<file path="src/rtl/if_id_stage_if.sv">
// Signal bundle between fetch/hazard sources and the IF/ID stage.
// IFID_PERF_CNT_EN adds the stallCount/flushCount performance counters.
interface if_id_stage_if #(
  parameter int DATA_WIDTH = 16,
  parameter int REG_ADDR_W = 3
);
  logic [DATA_WIDTH-1:0] PC4;
  logic [DATA_WIDTH-1:0] instruction;
  logic                  branchTaken;
  logic                  idexMemRead;
  logic [REG_ADDR_W-1:0] idexRt;
  logic [DATA_WIDTH-1:0] outputPC4;
  logic [DATA_WIDTH-1:0] outputInstruction;
  logic                  validOut;
  logic                  pcWrite;
  logic                  bubble;
`ifdef IFID_PERF_CNT_EN
  logic [15:0]           stallCount;
  logic [15:0]           flushCount;
`endif

  modport master (
    output PC4, instruction, branchTaken, idexMemRead, idexRt,
`ifdef IFID_PERF_CNT_EN
    input  stallCount, flushCount,
`endif
    input  outputPC4, outputInstruction, validOut, pcWrite, bubble
  );

  modport slave (
    input  PC4, instruction, branchTaken, idexMemRead, idexRt,
`ifdef IFID_PERF_CNT_EN
    output stallCount, flushCount,
`endif
    output outputPC4, outputInstruction, validOut, pcWrite, bubble
  );
endinterface

</file>
<file path="src/rtl/if_id_stage.sv">
// IF/ID pipeline register (negedge) with load-use stall FSM and branch flush.
// Define IFID_PERF_CNT_EN to build the saturating stall/flush counters.
module if_id_stage #(
  parameter int                    DATA_WIDTH = 16,
  parameter int                    REG_ADDR_W = 3,
  parameter int                    RS_LSB     = 9,
  parameter int                    RT_LSB     = 6,
  parameter logic [DATA_WIDTH-1:0] NOP_INSTR  = 16'h0000
) (
  input  logic          clock,
  input  logic          reset,
  if_id_stage_if.slave  bus
);

  typedef enum logic {RUN = 1'b0, STALL = 1'b1} stateT;

  stateT                 state;
  stateT                 nextState;
  logic [DATA_WIDTH-1:0] pc4Reg;
  logic [DATA_WIDTH-1:0] instrReg;
  logic                  validReg;
  logic [REG_ADDR_W-1:0] rsField;
  logic [REG_ADDR_W-1:0] rtField;
  logic                  hazard;
  logic                  stallReq;

  // Hazard compare against the held instruction; register 0 is deliberately not excluded
  always_comb begin
    rsField   = instrReg[RS_LSB +: REG_ADDR_W];
    rtField   = instrReg[RT_LSB +: REG_ADDR_W];
    hazard    = validReg & bus.idexMemRead &
                ((bus.idexRt == rsField) | (bus.idexRt == rtField));
    stallReq  = 1'b0;
    nextState = RUN;
    case (state)
      RUN: begin
        stallReq = hazard;
        if (bus.branchTaken) begin
          nextState = RUN;
        end else if (hazard) begin
          nextState = STALL;
        end else begin
          nextState = RUN;
        end
      end
      STALL:   nextState = RUN;
      default: nextState = RUN;
    endcase
  end

  // FSM state register
  always_ff @(negedge clock or posedge reset) begin
    if (reset) begin
      state <= RUN;
    end else begin
      state <= nextState;
    end
  end

  // Pipeline data registers: flush beats stall, stall holds everything
  always_ff @(negedge clock or posedge reset) begin
    if (reset) begin
      pc4Reg   <= '0;
      instrReg <= NOP_INSTR;
      validReg <= 1'b0;
    end else if (bus.branchTaken) begin
      pc4Reg   <= bus.PC4;
      instrReg <= NOP_INSTR;
      validReg <= 1'b0;
    end else if (!stallReq) begin
      pc4Reg   <= bus.PC4;
      instrReg <= bus.instruction;
      validReg <= 1'b1;
    end
  end

`ifdef IFID_PERF_CNT_EN
  // Saturating performance counters, cleared only by reset
  always_ff @(negedge clock or posedge reset) begin
    if (reset) begin
      bus.stallCount <= 16'h0000;
      bus.flushCount <= 16'h0000;
    end else if (bus.branchTaken) begin
      if (bus.flushCount != 16'hFFFF) begin
        bus.flushCount <= bus.flushCount + 16'h0001;
      end
    end else if (stallReq) begin
      if (bus.stallCount != 16'hFFFF) begin
        bus.stallCount <= bus.stallCount + 16'h0001;
      end
    end
  end
`endif

  assign bus.outputPC4         = pc4Reg;
  assign bus.outputInstruction = instrReg;
  assign bus.validOut          = validReg;
  assign bus.pcWrite           = ~stallReq;
  assign bus.bubble            = stallReq;

endmodule
</file>
<file path="src/flat_wrapper.sv">
// flat-port wrapper written by rule: the top's interface ports become plain ports
module if_id_stage_flat 
#(
  parameter int                    DATA_WIDTH = 16,
  parameter int                    REG_ADDR_W = 3,
  parameter int                    RS_LSB     = 9,
  parameter int                    RT_LSB     = 6,
  parameter logic [DATA_WIDTH-1:0] NOP_INSTR  = 16'h0000
)
  (clock, reset, bus_PC4, bus_instruction, bus_branchTaken, bus_idexMemRead, bus_idexRt, bus_outputPC4, bus_outputInstruction, bus_validOut, bus_pcWrite, bus_bubble);
  if_id_stage_if #(.DATA_WIDTH(DATA_WIDTH), .REG_ADDR_W(REG_ADDR_W)) bus_i ();
  input  logic clock;
  input  logic reset;
  input wire logic [$bits(bus_i.PC4)-1:0] bus_PC4;
  input wire logic [$bits(bus_i.instruction)-1:0] bus_instruction;
  input wire logic [$bits(bus_i.branchTaken)-1:0] bus_branchTaken;
  input wire logic [$bits(bus_i.idexMemRead)-1:0] bus_idexMemRead;
  input wire logic [$bits(bus_i.idexRt)-1:0] bus_idexRt;
  output wire logic [$bits(bus_i.outputPC4)-1:0] bus_outputPC4;
  output wire logic [$bits(bus_i.outputInstruction)-1:0] bus_outputInstruction;
  output wire logic [$bits(bus_i.validOut)-1:0] bus_validOut;
  output wire logic [$bits(bus_i.pcWrite)-1:0] bus_pcWrite;
  output wire logic [$bits(bus_i.bubble)-1:0] bus_bubble;
  assign bus_i.PC4 = bus_PC4;
  assign bus_i.instruction = bus_instruction;
  assign bus_i.branchTaken = bus_branchTaken;
  assign bus_i.idexMemRead = bus_idexMemRead;
  assign bus_i.idexRt = bus_idexRt;
  assign bus_outputPC4 = bus_i.outputPC4;
  assign bus_outputInstruction = bus_i.outputInstruction;
  assign bus_validOut = bus_i.validOut;
  assign bus_pcWrite = bus_i.pcWrite;
  assign bus_bubble = bus_i.bubble;
  if_id_stage #(.DATA_WIDTH(DATA_WIDTH), .REG_ADDR_W(REG_ADDR_W), .RS_LSB(RS_LSB), .RT_LSB(RT_LSB), .NOP_INSTR(NOP_INSTR)) u_core (.clock(clock), .reset(reset), .bus(bus_i));
endmodule
</file>
<file path="config.mk">
export PLATFORM = sky130hd
export DESIGN_NAME = if_id_stage_flat
export DESIGN_NICKNAME = d
export VERILOG_FILES = /design/src/rtl/if_id_stage_if.sv /design/src/rtl/if_id_stage.sv /design/src/flat_wrapper.sv
export SDC_FILE = /design/constraint.sdc
export NUM_CORES = 1
export LEC_CHECK = 0
export BUFFER_PORTS_ARGS = -buffer_cell sky130_fd_sc_hd__buf_2
export CAP_MARGIN = 10
export CELL_PAD_IN_SITES_DETAIL_PLACEMENT = 1
export CELL_PAD_IN_SITES_GLOBAL_PLACEMENT = 2
export CORE_MARGIN = 2
export CORE_UTILIZATION = 27
export DETAILED_ROUTE_END_ITERATION = 16
export PLACE_DENSITY_LB_ADDON = 0.1
export SYNTH_ARGS = -nofsm -noshare
export SYNTH_HDL_FRONTEND = slang
export SYNTH_SLANG_ARGS = --single-unit
</file>
<file path="constraint.sdc">
create_clock -name clock -period 2.5 [get_ports clock]
set_clock_uncertainty 0.15 [all_clocks]
set_input_delay 0.375 -clock clock [delete_from_list [all_inputs] [get_ports clock]]
set_output_delay 0.375 -clock clock [all_outputs]
set_load 0.01 [all_outputs]
</file>
==> summary.txt <==
Run status
  • Failing checks: negative setup slack
  • Status: complete, but fails checks

Critical path
  • Largest delay share family, worst path: simple AND/OR/NAND/NOR gates
  • CP required: 1.98 ns
  • FF-to-FF Start: u_core.bus.validOut
  • Crit-path max FO: 3
  • Critical path type: register to output port
  • CP max stage delay: roughly 0.4 ns
  • Arrival time at the worst endpoint: 2.61 ns
  • Slowest stage cell, crit path: dfrtn_1
  • Critical path, cell by cell: and3b_2 > and4_4 > nor2_4 > inv_2 > buf_6
  • CP endpoint kind: output port
  • Worst setup startpoint: u_core.bus.validOut
  • Worst setup SP type: register
  • Critical path buffers and inverters: 2

Synthesis
  • Dominant cells by area after synthesis: dfrtn_1 (57%), mux2_4 (9.1%), a21oi_1 (5.4%)
  • EDFF count, synth: 0
  • Simple-Gate Fraction of Synth Area: 9.05%
  • Commonest cells in the netlist: dfrtn_1 (34), a21oi_1 (16), nand3_1 (16), o21ai_0 (16), mux2_4 (9)
  • Mux cell area share after synthesis: about 14%
  • Yosys warnings: 0
  • Seq/Total Area, Yosys: 57.0%
  • Mean Syn Cell Area: about 12 um^2
  • Synthesized area: 1490 um^2
  • Syn_nets: 162
  • Cell variety after synth: 17
  • Async S/R FF share, synth: 100%
  • Compound-Gate Fraction of Synth Area: 11.8%
  • Yosys top cell area share: 57.0%
  • Post-synthesis cell count: about 120
  • Largest family of logic cells by synthesized area: multiplexers
  • Main synth FF type: dfrtn_1
  • Post-Synth Adder-Cell Area: 0%
  • Cell accounting for the most synthesized area: dfrtn_1
  • Synth Register Bits: 34
  • Post-Synth XOR/XNOR Area: about 3.5%
  • Most numerous cell in the Yosys netlist: dfrtn_1

Global routing
  • First-pass GRT wire length: 7.57 mm
  • Grt ovf: 0
  • Vias in the first global route: 1504
  • Initial antenna violation count: 0
  • Total track usage: 16.2%
  • Largest net degree at the start of global routing: 19

Routing
  • Wire length per cell: 15.8 um
  • Iter 0 DRT Violations: 54
  • Final WL: 4.77 mm
  • Via count: about 1400
  • Detailed Routing Iterations Pass 1: 3
  • Via/cell ratio: 4.47
  • Number of remaining DRC errors: 0
  • Routed Antenna Nets: 0

Timing
  • Slew Limit Fails: 0
  • Worst slew pin tran: 0.248 ns
  • Slew HR: 83.4%
  • RSZ-0062 raised after global routing: yes
  • Final setup violating endpoints: just under 70
  • Final setup margin: -0.636 ns
  • Final number of hold-violating endpoints: 0
  • Setup TNS: -17.39 ns

Finish
  • Nets: 268
  • Non-Filler Instances: 302
  • Fin area: 2640 um^2
  • Antenna diode count: 0
  • Layout cells sized above 1: 71.7%
  • FILL cells: between 600 and 700
  • Seq. cell area: 851 um^2
  • P&R area growth vs syn: 76.7%
  • Multi-input logic area: 752 um^2

Clock tree
  • CTS clock-pin slew for the worst setup and hold paths: 0.05 ns
  • Clock Sinks: 34
  • Total CTS buffers: 5
  • Clk_lat worst skew: 0.29 ns
  • CTS tree: done
  • H-tree Lvls: 2
  • Clk buf depth: 2
  • Hold buffers post-CTS: 0
  • Root Buffer Master: clkbuf_8

Place
  • Post-placement cell count: 273
  • Post-DP HPWL: 3.21 mm
  • I/O Buffers: 73
  • Setup Slack @ Placement: -0.661 ns
  • Routability cong.: approximately 0.82
  • Cell area after placement: 2080 um^2

Die
  • Rows: 27
  • Die area: around 6100 um^2
  • Die X: 78.4 um
  • # IOs: 74
  • Starting Density: 27.6%
  • Chip Height: just under 80 um
  • Core area: 5410 um^2

Power and ir drop
  • Final Power: 1.53 mW
  • Power Density: 578 nW/um^2
  • Peak supply drop: 432 uV
  • Cell leakage power: 1.32 nW

Worst hold path
  • Worst min path class: register to register
  • Hold path startpoint: u_core.bus.outputPC4[12]

Run
  • Max-cap violations: 0
through the flow:
stage	util [%]	hold WS, ns
CTS	45.2	0.300
floorplan	-	0.360
global placement	38.6	0.300
finish	48.8	0.297
global route	48.8	0.329
detailed placement	38.6	0.300
state kept, by name, summed over array words and instances (netlist names):
register	flops
u_core.bus.outputInstruction	16
u_core.bus.outputPC4	16
u_core.bus.validOut	1
u_core.state	1
area by class of cell:
class	count	area share, %
Inverter	3	0.427
Sequential cell	34	32.3
Timing Repair Buffer	108	30.2
Multi-Input combinational cell	77	28.5
Tap cell	72	3.42
Clock inverter	3	2.61
Clock buffer	5	2.61
path summary, 6_finish.rpt:
path / endpoint / slack, ns / cells past startpoint
worst min-delay path: u_core.bus.outputPC4[12] / 0.30 / 1
min in group asynchronous: u_core.bus.outputPC4[15] / 1.09 / 3
max in group asynchronous: u_core.bus.outputInstruction[10] / 0.84 / 3
worst max register to register: u_core.bus.outputPC4[11] / 0.39 / 8
worst max-delay path: bus_bubble / -0.64 / 5
worst min register to register: u_core.bus.outputPC4[12] / 0.30 / 1
logic make-up after synthesis:
kind of cell | after synthesis
DFF | 34
AOI/OAI and AO/OA | 33
and+or+nand+nor | 22
muxes | 16
buffers and inverters | 12
xor gates and xnor gates | 6
layer usage:
| layer | up-vias | track usage (%) | part of all wire, % |
|---|---|---|---|
| met4 | 0 | 5.79 | 1.4 |
| met1 | 658 | 19.2 | 40 |
| met2 | 41 | 28.0 | 52 |
| met5 | - | 0 | 0 |
| met3 | 4 | 4.60 | 5.9 |
| li1 | 648 | - | - |
worst register-to-register path: cells and delay by family, from the launching register on:
family	cells	cell delay [ns]
flops	1	0.40
buf+inv	4	0.48
mux	1	0.32
compound gates	1	0.24
simple gates	2	0.35
cells in the final DEF (no fill, tap or decap):
cell type,Yosys,routed
nand3_1,16,4
a21oi_1,16,9
and4_4,0,2
inv_2,0,1
a21oi_4,1,1
mux2_4,9,12
inv_1,3,2
nor2_4,0,1
buf_4,0,22
and3b_2,0,1
buf_16,0,1
bufinv_16,0,2
buf_12,1,2
buf_8,0,1
clkinv_4,0,1
a21oi_2,0,7
buf_2,1,60
nand3_2,0,12
o21ai_1,0,16
nand4_4,0,2
mux2_2,7,4
clkbuf_8,0,5
buf_6,0,22
xnor2_2,0,6
dfrtn_1,34,34
power breakdown:
part           internal (mW)  switching, mW
combinational          0.170          0.131
sequential             0.591         0.0235
clock                  0.400          0.211
total                   1.16          0.365
what timing repair did:
action | 4_1_cts | 5_1_grt
endpoints found under the setup margin | 67 | 68
resized for setup | 23 | 34
pin swaps | 12 | 5
buffers inserted | 12 | 9
cloned | 2 | 0
Note: power is estimated with default switching activity, not from simulation.
